`config.mk`:
```
export PLATFORM = sky130hd
export DESIGN_NAME = seg_scan_ctrl
export DESIGN_NICKNAME = d
export VERILOG_FILES = /design/src/rtl/seg_scan_ctrl.sv
export SDC_FILE = /design/constraint.sdc
export NUM_CORES = 1
export LEC_CHECK = 0
export BUFFER_PORTS_ARGS = -buffer_cell sky130_fd_sc_hd__buf_2
export CORE_ASPECT_RATIO = 0.5
export CORE_UTILIZATION = 24
export CTS_CLUSTER_SIZE = 10
export DETAILED_ROUTE_END_ITERATION = 7
export GPL_ROUTABILITY_DRIVEN = 0
export PLACE_DENSITY = 0.49
export SYNTH_ARGS = -nofsm -noshare
export SYNTH_HDL_FRONTEND = slang
export SYNTH_SLANG_ARGS = --single-unit
```
`constraint.sdc`:
```
create_clock -name clk -period 4.4 [get_ports clk]
set_input_delay 0.66 -clock clk [delete_from_list [all_inputs] [get_ports clk]]
set_output_delay 0.66 -clock clk [all_outputs]
set_load 0.01 [all_outputs]
```
`src/rtl/seg_scan_ctrl.sv`:
```
// Time-multiplexed 7-segment scan controller with per-slot blanking and frame-synchronous updates.
// Optional leading-zero blanking is enabled by defining SEG_SCAN_LZB_EN.
module seg_scan_ctrl #(
   parameter int NUM_DIGITS = 4,
   parameter int PRESCALE   = 1000,
   parameter int BLANK_CYC  = 16
) (
   input  logic                    clk,
   input  logic                    rst_n,
   input  logic                    en,
   input  logic                    load,
   input  logic [4*NUM_DIGITS-1:0] digits_in,
   input  logic [NUM_DIGITS-1:0]   dp_in,
   output logic [6:0]              seg_out,
   output logic                    dp_out,
   output logic [NUM_DIGITS-1:0]   an_out,
   output logic                    frame_done
);

   localparam int CNT_W = $clog2(PRESCALE);
   localparam int IDX_W = $clog2(NUM_DIGITS);

   localparam logic [1:0] ST_IDLE  = 2'd0;
   localparam logic [1:0] ST_BLANK = 2'd1;
   localparam logic [1:0] ST_SHOW  = 2'd2;

   localparam logic [CNT_W-1:0] CNT_BLANK_LAST = CNT_W'(BLANK_CYC - 1);
   localparam logic [CNT_W-1:0] CNT_SLOT_LAST  = CNT_W'(PRESCALE - 1);
   localparam logic [IDX_W-1:0] IDX_LAST       = IDX_W'(NUM_DIGITS - 1);

   logic [1:0]              state_q, state_d;
   logic [CNT_W-1:0]        cnt_q, cnt_d;
   logic [IDX_W-1:0]        idx_q, idx_d;
   logic [4*NUM_DIGITS-1:0] act_dig_q, act_dig_d;
   logic [NUM_DIGITS-1:0]   act_dp_q, act_dp_d;
   logic [4*NUM_DIGITS-1:0] pend_dig_q, pend_dig_d;
   logic [NUM_DIGITS-1:0]   pend_dp_q, pend_dp_d;
   logic [6:0]              seg_q, seg_d;
   logic                    dp_q, dp_d;
   logic [NUM_DIGITS-1:0]   an_q, an_d;
   logic                    fd_q, fd_d;
   logic                    load_frame;
   logic [3:0]              sel_digit;

   function automatic logic [6:0] decode(input logic [3:0] bcd);
      case (bcd)
         4'd0:    decode = 7'h3F;
         4'd1:    decode = 7'h06;
         4'd2:    decode = 7'h5B;
         4'd3:    decode = 7'h4F;
         4'd4:    decode = 7'h66;
         4'd5:    decode = 7'h6D;
         4'd6:    decode = 7'h7D;
         4'd7:    decode = 7'h07;
         4'd8:    decode = 7'h7F;
         4'd9:    decode = 7'h6F;
         default: decode = 7'h00;
      endcase
   endfunction

   // NOTE: every signal written here gets a default first so no latch is inferred.
   always_comb begin
      state_d    = state_q;
      cnt_d      = cnt_q;
      idx_d      = idx_q;
      act_dig_d  = act_dig_q;
      act_dp_d   = act_dp_q;
      pend_dig_d = load ? digits_in : pend_dig_q;
      pend_dp_d  = load ? dp_in : pend_dp_q;
      fd_d       = 1'b0;
      load_frame = 1'b0;

      if (!en) begin
         state_d = ST_IDLE;
         cnt_d   = '0;
         idx_d   = '0;
      end else begin
         case (state_q)
            ST_IDLE: begin
               state_d    = ST_BLANK;
               cnt_d      = '0;
               idx_d      = '0;
               load_frame = 1'b1;
            end
            ST_BLANK: begin
               cnt_d = cnt_q + 1'b1;
               if (cnt_q == CNT_BLANK_LAST) state_d = ST_SHOW;
            end
            ST_SHOW: begin
               if (cnt_q == CNT_SLOT_LAST) begin
                  cnt_d   = '0;
                  state_d = ST_BLANK;
                  if (idx_q == IDX_LAST) begin
                     idx_d      = '0;
                     load_frame = 1'b1;
                     fd_d       = 1'b1;
                  end else begin
                     idx_d = idx_q + 1'b1;
                  end
               end else begin
                  cnt_d = cnt_q + 1'b1;
               end
            end
            default: begin
               state_d = ST_IDLE;
               cnt_d   = '0;
               idx_d   = '0;
            end
         endcase
      end

      // A load on the boundary cycle bypasses pending so the newest data is shown.
      if (load_frame) begin
         act_dig_d = load ? digits_in : pend_dig_q;
         act_dp_d  = load ? dp_in : pend_dp_q;
      end
   end

`ifdef SEG_SCAN_LZB_EN
   logic [NUM_DIGITS-1:0] lead_blank;
   logic                  seen_nz;

   // Digit i is blank when it and every digit above it are zero; digit 0 always shows.
   always_comb begin
      lead_blank = '0;
      seen_nz    = 1'b0;
      for (int i = NUM_DIGITS - 1; i >= 1; i--) begin
         if (act_dig_d[4*i +: 4] != 4'd0) seen_nz = 1'b1;
         lead_blank[i] = !seen_nz;
      end
   end
`endif

   // Outputs are registered from next-state values so they change on the same edge as the state.
   always_comb begin
      sel_digit = act_dig_d[{idx_d, 2'b00} +: 4];
      seg_d     = 7'h00;
      dp_d      = 1'b0;
      an_d      = '0;
      if (state_d == ST_SHOW) begin
         an_d = NUM_DIGITS'(1) << idx_d;
         dp_d = act_dp_d[idx_d];
`ifdef SEG_SCAN_LZB_EN
         seg_d = lead_blank[idx_d] ? 7'h00 : decode(sel_digit);
`else
         seg_d = decode(sel_digit);
`endif
      end
   end

   // NOTE: sequential state uses non-blocking assignments so all flops update together.
   always_ff @(posedge clk or negedge rst_n) begin
      if (!rst_n) begin
         state_q    <= ST_IDLE;
         cnt_q      <= '0;
         idx_q      <= '0;
         act_dig_q  <= '0;
         act_dp_q   <= '0;
         pend_dig_q <= '0;
         pend_dp_q  <= '0;
         seg_q      <= '0;
         dp_q       <= 1'b0;
         an_q       <= '0;
         fd_q       <= 1'b0;
      end else begin
         state_q    <= state_d;
         cnt_q      <= cnt_d;
         idx_q      <= idx_d;
         act_dig_q  <= act_dig_d;
         act_dp_q   <= act_dp_d;
         pend_dig_q <= pend_dig_d;
         pend_dp_q  <= pend_dp_d;
         seg_q      <= seg_d;
         dp_q       <= dp_d;
         an_q       <= an_d;
         fd_q       <= fd_d;
      end
   end

   assign seg_out    = seg_q;
   assign dp_out     = dp_q;
   assign an_out     = an_q;
   assign frame_done = fd_q;

endmodule

```
# Word level (Yosys, flattened, before mapping)
# Memories as Yosys holds them, arrays and structs flattened.
# Index checks and enable logic that the tools add are counted.
# totals
ff_bits	67
romBits	112
inputBits	24
wordCells	50
mem_count	1
# memory_table
name	depth	word_bits	rd	rd_clocked_by_memory_dff	write_ports	line	source
(name not given)	16	7	1	0	0	46	case (bcd)
# classes
addsub	2
n_lt_le_gt_ge	1
n_eq_ne	6
n_shift	2
mux	26
reduce_logical	1
# ops
operator	count
2-to-1 mux 16 bit	2
2-to-1 mux 10 bit	2
one-hot mux 10 bit (2 select lines)	1
indexed part select 16 x 5 -> 4 bit	1
2-to-1 mux 2 bit	6
2-to-1 mux 4 bit	3
adder 10 x 1 -> 10 bit, second input constant	1
equality test 10 bit, second input constant	1
equality test 10 x 4 -> 1 bit, second input constant	1
2-to-1 mux 1 bit	7
2-to-1 mux 7 bit	1
equality test 2 bit, second input constant	3
one-hot mux 2 bit (3 select lines)	1
one-hot mux 2 bit (2 select lines)	1
<< shifter 1 x 2 -> 4 bit, first input constant	1
less-than comparator 2 x 3 -> 1 bit, second input constant	1
adder 2 x 1 -> 2 bit, second input constant	1
binary-select mux 1 bit (select 2 bit)	1
equality test 2 x 1 -> 1 bit, second input constant	1
zero test 2 bit	1
one-hot mux 1 bit (2 select lines)	1

# Depth between registers and ports, before layout
# logic_depth
ltp_word	9
depth_mapped	15
mapped_depth_nobuf	13

# Least setup slack after synthesis
# No wires, ideal clock.
# synth_timing
path_kind	flip-flop to flip-flop
from	reg state_q[0]
to	reg seg_q[3], in the netlist seg_out[3]
setup_time_ps	118
arrival_ps	3002
required_time_ps	4282
path_slack_ps	1279
stages_incl_launch_ff	15
synth_period_minus_slack_ps	3121
cell_sequence	dfrtp_1 -> inv_1 -> ha_1 -> clkbuf_8 -> nand2_1 -> o41a_4 -> nor2_8 -> mux2_2 -> nor3_1 -> a221oi_4 -> inv_1 -> ha_1 -> a21boi_0 -> o21bai_1 -> a21o_1
# synth_between
elab_chain_cells	7
elab_cells_between_ends	16
classes_between	3 x eq/ne; 1 x shift; 10 x mux; 1 x reduce/logical; 1 x memory
# synth_rtl
item	line	source
from (decl)	31	logic [1:0] state_q, state_d;
from (signal assigned)	166	state_q <= state_d;
equality test 2 bit or zero test 2 bit (tied branches)	78	case (state_q)
one-hot mux 1 bit (2 select lines) (*)	78	
2-to-1 mux 1 bit (*)	73	if (!en) begin
2-to-1 mux 16 bit (*)	113	if (load_frame) begin
net act_dig_d[9]	34	logic [4*NUM_DIGITS-1:0] act_dig_q, act_dig_d;
indexed part select 16 x 5 -> 4 bit (*)	136	sel_digit = act_dig_d[{idx_d, 2'b00} +: 4];
memory read (16 x 7 bit) (*)	--	
2-to-1 mux 7 bit (*)	140	if (state_d == ST_SHOW) begin
net seg_d[3]	38	logic [6:0] seg_q, seg_d;
to (signal assigned)	173	seg_q <= seg_d;
to (decl)	38	
# Mark *: on every way through the listed nets, which the timed path passes. The rest lies on a longest branch.

# Worst setup path after layout
# Same ends and word-level chain as after synthesis.

==> key figures <==
STA
  – Final-report hold violation count: 0
  – Fraction of the cycle the final worst path needs: between 80% and 90%
  – Maximum frequency from static timing analysis: around 0.27 GHz
  – Pin slew with the least headroom to its limit: between 700 and 800 ps
  – TNS Setup: 0 ps
  – Clk_skew: between 6 and 7 ps
  – Final hold slack: around 390 ps
  – Relative max-transition margin: between 50% and 60%
  – Number of max-slew violations in the final report: 0
  – Final critical-path required period: roughly 3600 ps
  – Unrepaired setup endpoints after global routing: no
  – # setup viols final: 0
  – Final critical-path setup slack: roughly 750 ps

Placed design
  – Quantity of I/O buffers inserted on ports: 36
  – Placed cell areas: approximately 0.0036 mm^2
  – Place WS: roughly 750 ps
  – Detailed placer's ending HPWL: between 5000 and 6000 um
  – Cell count after placement: about 470

Global route
  – First-pass GRT wire length: ~12000 um
  – Largest net degree at the start of global routing: 38
  – Antenna violations before repair: 0
  – Overall global routing resource usage: approximately 11%
  – Congestion Overflow GR: 0
  – Number of global-route vias before repair: between 2000 and 2500

Layout
  – Register cell area after layout: around 0.0017 mm^2
  – FILL cells: approximately 1300
  – Non-filler instance count after layout: just under 500
  – Total inserted antenna cells: 0
  – Finished Core Util: a little under a third
  – Top library cells by usage in the layout, fill and taps aside: dfrtp_1, buf_2, mux2_2
  – Net count of the finished layout: about 340
  – Final instance area: 0.00396 mm^2
  – Fraction of final layout cells sized beyond drive strength 1: roughly 37%
  – Most common cell after layout, fill and taps aside: dfrtp_1
  – Area used by multi-input combinational logic: about 0.0015 mm^2
  – Layout Area Growth over Synthesis: 20.4%

Route
  – Total via count in the routed design: approximately 2100
  – Average vias per placed instance: 4.35
  – # DRC: 0
  – Number of nets with antenna violations after routing: 0
  – Drt first-iter violations: between 100 and 150
  – Routed len/inst: approximately 14 um
  – Total Wirelength: just under 7000 um
  – First-pass DRT Iterations: 4

Clocking
  – Buffer count from post-CTS setup fixing: 0
  – Number of clock sinks: between 60 and 70
  – Clock-pin slew reported for the worst setup and hold paths after clock tree synthesis: 60 ps
  – TritonCTS clock tree: built
  – Deepest level of the CTS H-tree: 3
  – Hold-fix buffers, CTS: 0
  – Cts bufs inserted: 9
  – Largest buffer count on any clock path: 2
  – Clk Tree Root Cell: clkbuf_16
  – Clock latency at the later pin of the worst-skew pair: between 300 and 400 ps
  – Cts repair resizes: 0

Floorplan
  – Number of placement rows: 29
  – I/O pin count: 37
  – Overall die area: 0.0142 mm^2
  – Core Box Area: about 0.013 mm^2
  – Die height: 84.8 um
  – Initial Util: about a quarter
  – Chip Width: ~170 um

Setup path
  – Highest-delay cell along the critical path: o41a_4
  – Endpoint class of the critical path: flip-flop
  – Depth of the worst register-to-register path: 13
  – Setup Crit Path Kind: flip-flop to flip-flop
  – Worst Path Arrival: slightly below 4000 ps
  – Crit-path max FO: 15
  – CP Depth: 13
  – Crit path buffers/inverters: 2
  – Kind of start point of the critical path: flip-flop
  – Required @ worst endpoint: around 4600 ps
  – Delay contributed by the slowest stage of the critical path: roughly 510 ps
  – Dominant delay contributor by cell family on the critical path: compound AO/OA/AOI/OAI gates
  – Series of cell instances along the critical path: inv_1 -> ha_1 -> nand2_1 -> o41a_4 -> nor2_8 -> mux2_2 -> mux2i_1 -> a221oi_4 -> inv_1 -> ha_1 -> a21boi_0 -> o21bai_1 -> a21o_1

Min path
  – Min-delay worst type: primary input to asynchronous set/reset pin

Power
  – Pwr/cell area: 425 mW/mm^2
  – VDD IR-drop max: roughly 0.21 mV
  – Leak: around 1.8 nW
  – Sum of internal, switching and leakage power: around 1.7 mW

Synth
  – Synth Warn #: 0
  – Library cells used by synthesis: 64
  – Commonest register cell after synthesis: dfrtp_1
  – Synthesized area per cell: between 10 and 15 um^2
  – Total nets after synthesis: about 300
  – Sequential cell area fraction in the yosys report: between 50% and 60%
  – Total standard cell area after synthesis: 0.00329 mm^2
  – Register bit total from synthesis: between 60 and 70
  – Number of standard cells after synthesis: 264
  – Async set-reset flop share out of synthesis: 100%
  – Post-synth EDFFs: 0

Job
  – Count of max-cap constraint violations: 0

Run status
  – Status: completed
cells by family after synthesis:
kind of cell    Yosys count  share of synthesized area (%)
fa+ha+maj                11                           4.19
simple gates             81                           14.4
buf+inv                  21                           3.54
mux                      38                           13.1
flops                    67                           51.0
xor+xnor                  8                           2.13
compound gates           38                           11.6
where the power goes:
group | switching (mW) | total [mW] | internal (mW) | leakage [nW]
logic | 0.120 | 0.216 | 0.0962 | 0.813
clock network | 0.271 | 0.782 | 0.511 | 0.155
registers | 0.0129 | 0.684 | 0.671 | 0.843
Yosys cell counts, drive strengths merged, types with 3 or more instances:
cell / number / area [um^2]
nor3: 11 / 60.1
or2: 5 / 31.3
inv: 13 / 48.8
nand3: 9 / 45.0
a31o: 4 / 35.0
dfrtp: 67 / 1680
xor2: 3 / 26.3
ha: 11 / 138
clkbuf: 5 / 38.8
a21oi: 7 / 38.8
mux2i: 4 / 40.0
nor2: 24 / 106
and3: 4 / 25.0
o21ai: 3 / 18.8
nand2: 12 / 62.6
mux2: 34 / 390
xnor2: 5 / 43.8
a21o: 5 / 38.8
per-layer routing:
metal  vias up  wire length [um]  GRT usage, %
li1       1018                 -             -
met1      1037              3650          14.9
met2        29              2980          15.9
met3        10               161          2.55
met4         0               126          4.75
met5         -                 0             0
area by class of cell:
class                           count  share of cell area, %
Clock buffer                       10                   6.04
Clock inverter                      6                   2.24
Inverter                           14                   1.33
Multi-Input combinational cell    176                   37.7
Sequential cell                    67                   42.4
Tap cell                          170                   5.37
Timing Repair Buffer               38                   4.93
worst paths after layout:
kind,start,to,slack [ps]
setup / recovery,state_q[0]$_DFF_PN0_,seg_out[3]$_DFF_PN0_,750
hold / removal,rst_n,pend_dp_q[0]$_DFF_PN0_,390
setup reg to reg,state_q[0]$_DFF_PN0_,seg_out[3]$_DFF_PN0_,750
hold reg to reg,cnt_q[0]$_DFF_PN0_,cnt_q[0]$_DFF_PN0_,450
max in group asynchronous,rst_n,act_dig_q[4]$_DFF_PN0_,3040
min in group clk,cnt_q[0]$_DFF_PN0_,cnt_q[0]$_DFF_PN0_,450
state kept, by name, indices dropped and copies added, names as in the netlist:
signal      flops
act_dp_q        4
pend_dig_q     16
state_q         2
seg_out         7
cnt_q          10
idx_q           2
dp_out          1
frame_done      1
an_out          4
pend_dp_q       4
act_dig_q      16
worst reg2reg max path: stages, from the launching register on:
cell	delay (ps)
dfrtp_1	420
inv_1	100
ha_1	380
nand2_1	160
o41a_4	510
nor2_8	270
mux2_2	240
mux2i_1	100
a221oi_4	440
inv_1	140
ha_1	280
a21boi_0	140
o21bai_1	190
a21o_1	170
Power figures use the tool's default switching activity.
